File: src/rtl/fg_sweep_ctrl.sv
// fg_sweep_ctrl: configuration sequencer for func_gen.
// Holds one shadowed waveform configuration. On start it either parks func_gen
// at a fixed set_count or sweeps set_count from start to stop, one clamped
// step per dwell period.
module fg_sweep_ctrl #(
    parameter int CNT_W   = 32,
    parameter int DWELL_W = 32,
    parameter int DUTY_W  = 8
) (
    input  logic               clk,
    input  logic               rst,
    input  logic               cfg_valid,
    output logic               cfg_ready,
    input  logic [1:0]         cfg_sig_type,
    input  logic [DUTY_W-1:0]  cfg_duty,
    input  logic               cfg_sweep_en,
    input  logic [CNT_W-1:0]   cfg_start_count,
    input  logic [CNT_W-1:0]   cfg_stop_count,
    input  logic [CNT_W-1:0]   cfg_step,
    input  logic [DWELL_W-1:0] cfg_dwell,
    input  logic               start,
    input  logic               abort,
    output logic [CNT_W-1:0]   set_count,
    output logic [1:0]         sig_type,
    output logic [DUTY_W-1:0]  duty_cycle,
    output logic               fg_rst_n,
    output logic               busy,
    output logic               done
);

    typedef enum logic [2:0] {S_IDLE, S_LOAD, S_RUN, S_HOLD, S_DONE} state_t;

    state_t state, state_nxt;

    logic [1:0]         sh_type;
    logic [DUTY_W-1:0]  sh_duty;
    logic               sh_sweep;
    logic [CNT_W-1:0]   sh_start, sh_stop, sh_step;
    logic [DWELL_W-1:0] sh_dwell;
    logic               loaded;

    logic               dir_up;
    logic [DWELL_W-1:0] dwell_cnt;

    logic               cfg_acc;
    logic [DWELL_W-1:0] dwell_last;
    logic               dwell_end;
    logic               at_stop;
    logic [CNT_W-1:0]   eff_step;
    logic [CNT_W:0]     nxt_up, nxt_dn;
    logic [CNT_W-1:0]   step_val;

    assign cfg_acc    = cfg_valid && cfg_ready;
    // dwell of 0 behaves as 1: a step every cycle
    assign dwell_last = (sh_dwell == '0) ? '0 : sh_dwell - DWELL_W'(1);
    assign dwell_end  = (dwell_cnt == dwell_last);
    assign at_stop    = (set_count == sh_stop);
    assign eff_step   = (sh_step == '0) ? CNT_W'(1) : sh_step;
    assign nxt_up     = {1'b0, set_count} + {1'b0, eff_step};
    assign nxt_dn     = {1'b0, set_count} - {1'b0, eff_step};

    // next sweep value; the extra bit catches wrap past max/0, which clamps to stop
    always_comb begin
        step_val = sh_stop;
        if (dir_up) begin
            if (!nxt_up[CNT_W] && (nxt_up[CNT_W-1:0] <= sh_stop))
                step_val = nxt_up[CNT_W-1:0];
        end else begin
            if (!nxt_dn[CNT_W] && (nxt_dn[CNT_W-1:0] >= sh_stop))
                step_val = nxt_dn[CNT_W-1:0];
        end
    end

    // state register
    always_ff @(posedge clk or posedge rst) begin
        if (rst) state <= S_IDLE;
        else     state <= state_nxt;
    end

    // next-state logic; abort overrides everything outside IDLE
    always_comb begin
        state_nxt = state;
        case (state)
            S_IDLE: if (start && (loaded || cfg_acc)) state_nxt = S_LOAD;
            S_LOAD: state_nxt = sh_sweep ? S_RUN : S_HOLD;
            S_RUN:  if (dwell_end && at_stop) state_nxt = S_DONE;
            S_HOLD: state_nxt = S_HOLD;
            S_DONE: state_nxt = S_IDLE;
            default: state_nxt = S_IDLE;
        endcase
        if (abort && (state != S_IDLE)) state_nxt = S_IDLE;
    end

    // state-decoded outputs
    always_comb begin
        cfg_ready = (state == S_IDLE);
        busy      = (state == S_LOAD) || (state == S_RUN) || (state == S_HOLD);
        done      = (state == S_DONE);
    end

    // shadow registers and func_gen drive registers
    always_ff @(posedge clk or posedge rst) begin
        if (rst) begin
            sh_type    <= '0;
            sh_duty    <= '0;
            sh_sweep   <= 1'b0;
            sh_start   <= '0;
            sh_stop    <= '0;
            sh_step    <= '0;
            sh_dwell   <= '0;
            loaded     <= 1'b0;
            dir_up     <= 1'b0;
            dwell_cnt  <= '0;
            set_count  <= '0;
            sig_type   <= '0;
            duty_cycle <= '0;
            fg_rst_n   <= 1'b0;
        end else begin
            if (cfg_acc) begin
                sh_type  <= cfg_sig_type;
                sh_duty  <= cfg_duty;
                sh_sweep <= cfg_sweep_en;
                sh_start <= cfg_start_count;
                sh_stop  <= cfg_stop_count;
                sh_step  <= cfg_step;
                sh_dwell <= cfg_dwell;
                loaded   <= 1'b1;
            end
            case (state)
                // entering LOAD holds func_gen in reset for that one cycle
                S_IDLE: if (state_nxt == S_LOAD) fg_rst_n <= 1'b0;
                S_LOAD: if (!abort) begin
                    set_count  <= sh_start;
                    sig_type   <= sh_type;
                    duty_cycle <= sh_duty;
                    dwell_cnt  <= '0;
                    dir_up     <= (sh_start <= sh_stop);
                    fg_rst_n   <= 1'b1;
                end
                S_RUN: if (!abort) begin
                    if (dwell_end) begin
                        dwell_cnt <= '0;
                        if (!at_stop) set_count <= step_val;
                    end else begin
                        dwell_cnt <= dwell_cnt + DWELL_W'(1);
                    end
                end
                default: ;
            endcase
            if (abort && (state != S_IDLE)) fg_rst_n <= 1'b0;
        end
    end

endmodule

File: config.mk
export PLATFORM = sky130hd
export DESIGN_NAME = fg_sweep_ctrl
export DESIGN_NICKNAME = d
export VERILOG_FILES = /design/src/rtl/fg_sweep_ctrl.sv
export SDC_FILE = /design/constraint.sdc
export NUM_CORES = 1
export LEC_CHECK = 0
export ABC_AREA = 1
export CELL_PAD_IN_SITES_DETAIL_PLACEMENT = 1
export CELL_PAD_IN_SITES_GLOBAL_PLACEMENT = 1
export CORE_MARGIN = 1
export CORE_UTILIZATION = 45
export CTS_CLUSTER_DIAMETER = 60
export DETAILED_ROUTE_END_ITERATION = 8
export GPL_ROUTABILITY_DRIVEN = 1
export PLACE_DENSITY_LB_ADDON = 0.25
export SLEW_MARGIN = 15
export SYNTH_ARGS = -nofsm -noshare
export SYNTH_HDL_FRONTEND = slang
export SYNTH_SLANG_ARGS = --single-unit
export TNS_END_PERCENT = 5
File: constraint.sdc
create_clock -name clk -period 16.41 [get_ports clk]
set_input_delay 3.282 -clock clk [delete_from_list [all_inputs] [get_ports clk]]
set_output_delay 3.282 -clock clk [all_outputs]
set_load 0.01 [all_outputs]
# == Word level (Yosys, flattened, before mapping) ==
# Cells that the tools add are included.
# totals
reg_bits,219
input_bits,144
output_inout_bits,46
wordCells,80
# classes
n_addsub,4
n_lt_le_gt_ge,3
n_eq_ne,13
n_mux,23
bitwise_logic,1
reduce_logical,21
# op_table
operator,n
two-way mux 32 bit,12
one-hot mux 32 bit (2 select lines),2
equality test 32 bit,2
less-or-equal comparator 32 bit,2
zero test 32 bit,2
adder 32 x 32 -> 33 bit,1
subtractor 32 x 32 -> 33 bit,1
adder 32 x 1 -> 32 bit (second input constant),1
greater-or-equal comparator 32 bit,1
subtractor 32 x 1 -> 32 bit (second input constant),1
one-hot mux 3 bit (4 select lines),1
two-way mux 3 bit,3
!= test 2 bit (second input constant),4
equality test 3 x 1 -> 1 bit (second input constant),2
equality test 3 x 2 -> 1 bit (second input constant),2
logical AND 1 bit,6
AND reduction 3 bit,2
nonzero test 3 bit,2
AND reduction 5 bit,1
two-way mux 1 bit,4
equality test 3 bit (second input constant),1
zero test 3 bit,1
logical OR 1 bit,3
!= test 3 x 1 -> 1 bit (second input constant),1
other kinds (6),7

# == Longest topological paths before layout ==
# depth
word_depth,11
ltp_mapped,35
depth_no_buf,34

# == Worst setup path before layout ==
# OpenSTA, ideal clock, no wires.
# synth_timing
kind,input to register
startpoint,input cfg_valid
endpoint,register sh_stop[10]
setup_time_ns,0.083
arrival_time_ns,4.430
required_time_ns,16.327
path_slack_ns,11.897
cell_stages,7
path_buffers,3
cell_sequence,nand2_1 > inv_1 > clkbuf_1 > clkbuf_1 > buf_1 > nand2_1 > o21ai_0
# synth_via
elab_chain_cells,1
# synth_lines
element,line,text
from (decl),12,"input logic cfg_valid,"
logical AND 1 bit,53,assign cfg_acc = cfg_valid && cfg_ready;
to (signal assigned),124,sh_stop <= cfg_stop_count;
to (decl),38,"logic [CNT_W-1:0] sh_start, sh_stop, sh_step;"
# Every way passes these cells.
# A chain may end at the register's enable or synchronous reset.

# == Worst setup path after layout ==
# layout_timing
startpoint,register sh_step[19]
endpoint,register set_count[28]
# layout_via
elab_chain_cells,11
elab_cells_between_ends,17
cone_classes,add/sub (2); order compare (2); mux (8); reduce/logical (5)
# layout_lines
element,line,text
from (decl),38,
from (signal assigned),125,sh_step <= cfg_step;
zero test 32 bit,58,assign eff_step = (sh_step == '0) ? CNT_W'(1) : sh_step;
two-way mux 32 bit *,58,
subtractor 32 x 32 -> 33 bit or adder 32 x 32 -> 33 bit (tied branches),"60, 59",
"greater-or-equal comparator 32 bit, or another cell as far along",69,if (!nxt_dn[CNT_W] && (nxt_dn[CNT_W-1:0] >= sh_stop))
logical AND 1 bit (on tied branches),"69, 66",
two-way mux 32 bit (on tied branches),"69, 66",
two-way mux 32 bit *,65,if (dir_up) begin
two-way mux 32 bit *,143,if (!at_stop) set_count <= step_val;
two-way mux 32 bit *,141,if (dwell_end) begin
two-way mux 32 bit *,140,S_RUN: if (!abort) begin
one-hot mux 32 bit (2 select lines) *,129,case (state)
to (signal assigned),133,set_count <= sh_start;
to (signal assigned),143,
to (decl),23,"output logic [CNT_W-1:0] set_count,"
# Mark *: on every way between the ends. The rest lies on a longest branch, timed or not. The select of a mux whose other input is x is not followed.

==> flow_summary.ini <==
[placed_design]
dp_hpwl_microns = 70010
gp_congestion = 1.019
portBuffers = 189
place_ws_ns = 9.773
dpl_cell_area_sq_um = 22780

[floorplanning]
num_rows = 78
fp.dieW_microns = 215.9
core-area_sq_um = 45280
pin_count = 190
start_util_pct = 45.47
die_area_sq_um = 46620
die_height_microns = 215.9

[critical_path]
crit_fanout = 32
critPathTopFamily = simple AND/OR/NAND/NOR gates
cpPeakStageDelay_ns = 0.56
rrSetupSlack_ns = 10.00
cpMostUsedCell = nand2_1
required_ns = 16.88
reg2reg_depth = 33
reg2reg_to = set_count[28]$_DFFE_PP0P_
path_class = flip-flop to flip-flop
cpMaxStageDelayCell = nand2_2
critPathLaunchType = flip-flop
critPathBufInv = 4
end_kind = flip-flop
r2r-start = sh_step[19]$_DFFE_PP0P_
arrival_ns = 6.87

[logic_synthesis]
syn-mean-instance-area_sq_um = 6.070
synth_ff_type = dfrtp_1
synthTopCellsByCount = nand2_1 (1219), inv_1 (480), nor2_1 (272)
ys_types = 42
synth_area_leaders = dfrtp_1 (27%), nand2_1 (22%), ha_1 (10%)
async_reset_ff_share_pct = 100.0
synth_top_area_share_pct = 26.62
synth_edf_count = 0
yosysMostFrequentCell = nand2_1
yosys.area.top_type = dfrtp_1
ys_ff_latch = 219
postSynthCellCount = 3392
yosysWarnings = 0
ys_seq_area_share_pct = 26.62
syn_nets = 3702
synth_area_sq_um = 20590

[routing]
vias_per_cell = 5.632
drt_iter0_drc = 1447
dr.pass1.iters = 5
drc = 0
wirelength_microns = 87530
ant_nets = 0
num_vias = 23130
wire_per_inst_microns = 21.32

[sta]
setup_slack_ns = 10.00
slew_viol_final = 0
min_period_ns = 6.405
tns_ns = 0
fin_crit_sh_pct = 39.03
timing.slew.headroom_pct = 33.64
hold_slack_ns = 0.4548
fmax_mhz = 156.1
setup_viol = 0
tightest_slew_ns = 0.9954
final-hold-violation-count = 0
clock_skew_ns = 0.03012
rsz0062_at_grt = no

[final_layout]
area_growth_pct = 15.33
stdcell_area_sq_um = 23750
fill_cells = 6256
finalNetCount = 3794
layout-drive-gt1-share_pct = 3.195

[clock_network]
h-tree-depth = 1
post_cts_buffers = 0
root_buffer = clkbuf_16
cts_resized = 0
cts_hold_buf = 0
clkLatencyLatePin_ns = 0.61
cts.clk_slew.worst_paths_ns = 0.06
cts_sinks = 219
cts_buffers = 31
clockBufferDepth = 3
cts_tree = built

[grt]
track_usage_pct = 37.62
grt_max_degree = 125
antenna_found_initial = 3
grt_remaining_overflow = 0
grt_pass1_wl_microns = 138300
grt_pass1_vias = 24580

[hold_path]
hold_path_depth = 1
hold_start = loaded$_DFFE_PP0P_
min_path_type = flip-flop to flip-flop
hold_end = loaded$_DFFE_PP0P_

[run]
drv_cap = 0

[run_status]
status = completed
-- state kept, by name, indices dropped and copies added, names as in the netlist --
register,flops
dir_up,1
duty_cycle,8
dwell_cnt,32
fg_rst_n,1
loaded,1
set_count,32
sh_duty,8
sh_dwell,32
sh_start,32
sh_step,32
sh_stop,32
sh_sweep,1
sh_type,2
sig_type,2
state,3
-- per-stage QoR --
step	std cells	util [%]
after floorplan	3392	-
after global placement	4050	50.27
after detailed placement	4051	50.30
after CTS	4105	52.43
after global routing	4106	52.44
final	4106	52.44
-- cell usage in the layout (no fill, tap or decap), types with 39 or more instances in the layout --
cell type        Yosys  final
o21ai_0            205    205
clkdlybuf4s50_1      0    189
dfrtp_1            219    219
nand2_1           1219   1218
nor2_1             272    271
nand4_1            126    126
nand3_1            269    269
inv_1              480    477
ha_1               164    164
a21oi_1            100     99
xor2_1              39     39
-- kinds of logic after synthesis --
group	after synthesis	synth area share [%]
and+or+nand+nor	1986	40.68
buffers and inverters	632	11.87
AOI/OAI and AO/OA	333	8.295
DFF	219	26.62
adders and majority gates	166	10.16
xor gates and xnor gates	56	2.382
-- layer usage --
| metal | up-vias | GRT usage, % | wire (microns) |
|---|---|---|---|
| li1 | 10910 | - | - |
| met1 | 11200 | 45.72 | 36070 |
| met2 | 762 | 64.22 | 41100 |
| met3 | 245 | 5.060 | 4773 |
| met4 | 4 | 20.63 | 5558 |
| met5 | - | 0 | 23 |
-- worst reg2reg max path: cells and delay by family (launching register included) --
kind                       cells  cell delay [ns]
and+or+nand+nor               24             3.60
adders and majority gates      3             1.09
AOI/OAI and AO/OA              1             0.48
DFF                            1             0.40
buffers and inverters          4             0.39
xor gates and xnor gates       1             0.32
-- final cells by class --
class                      instances  area [sq um]  area share, %
tap                              600         750.7          3.162
clock inverter                    19         143.9         0.6060
sequential                       219          5480          23.08
multi-input combinational       2541         12690          53.45
inverter                         484          1829          7.704
clock buffer                      35         820.8          3.457
timing repair buffer             207          2027          8.536
antenna                            1         2.502        0.01054
-- worst max-delay path by stage --
| stage | start | slack, ns | endpoint | cells past startpoint |
|---|---|---|---|---|
| 6_report | sh_step[19]$_DFFE_PP0P_ | 10.00 | set_count[28]$_DFFE_PP0P_ | 33 |
| 4_1_cts | sh_step[19]$_DFFE_PP0P_ | 9.66 | set_count[28]$_DFFE_PP0P_ | 33 |
| 3_5_place_dp | sh_step[19]$_DFFE_PP0P_ | 9.77 | set_count[28]$_DFFE_PP0P_ | 33 |
| 3_3_place_gp | sh_step[27]$_DFFE_PP0P_ | 10.09 | set_count[28]$_DFFE_PP0P_ | 33 |
| 5_1_grt | sh_step[19]$_DFFE_PP0P_ | 9.65 | set_count[4]$_DFFE_PP0P_ | 33 |
| 2_1_floorplan | rst | 7.14 | dir_up$_DFFE_PP0P_ | 1 |
Power is left out: the tool's default activity adds up to more than one toggle a clock period on the data nets, which glitch-free logic cannot reach.
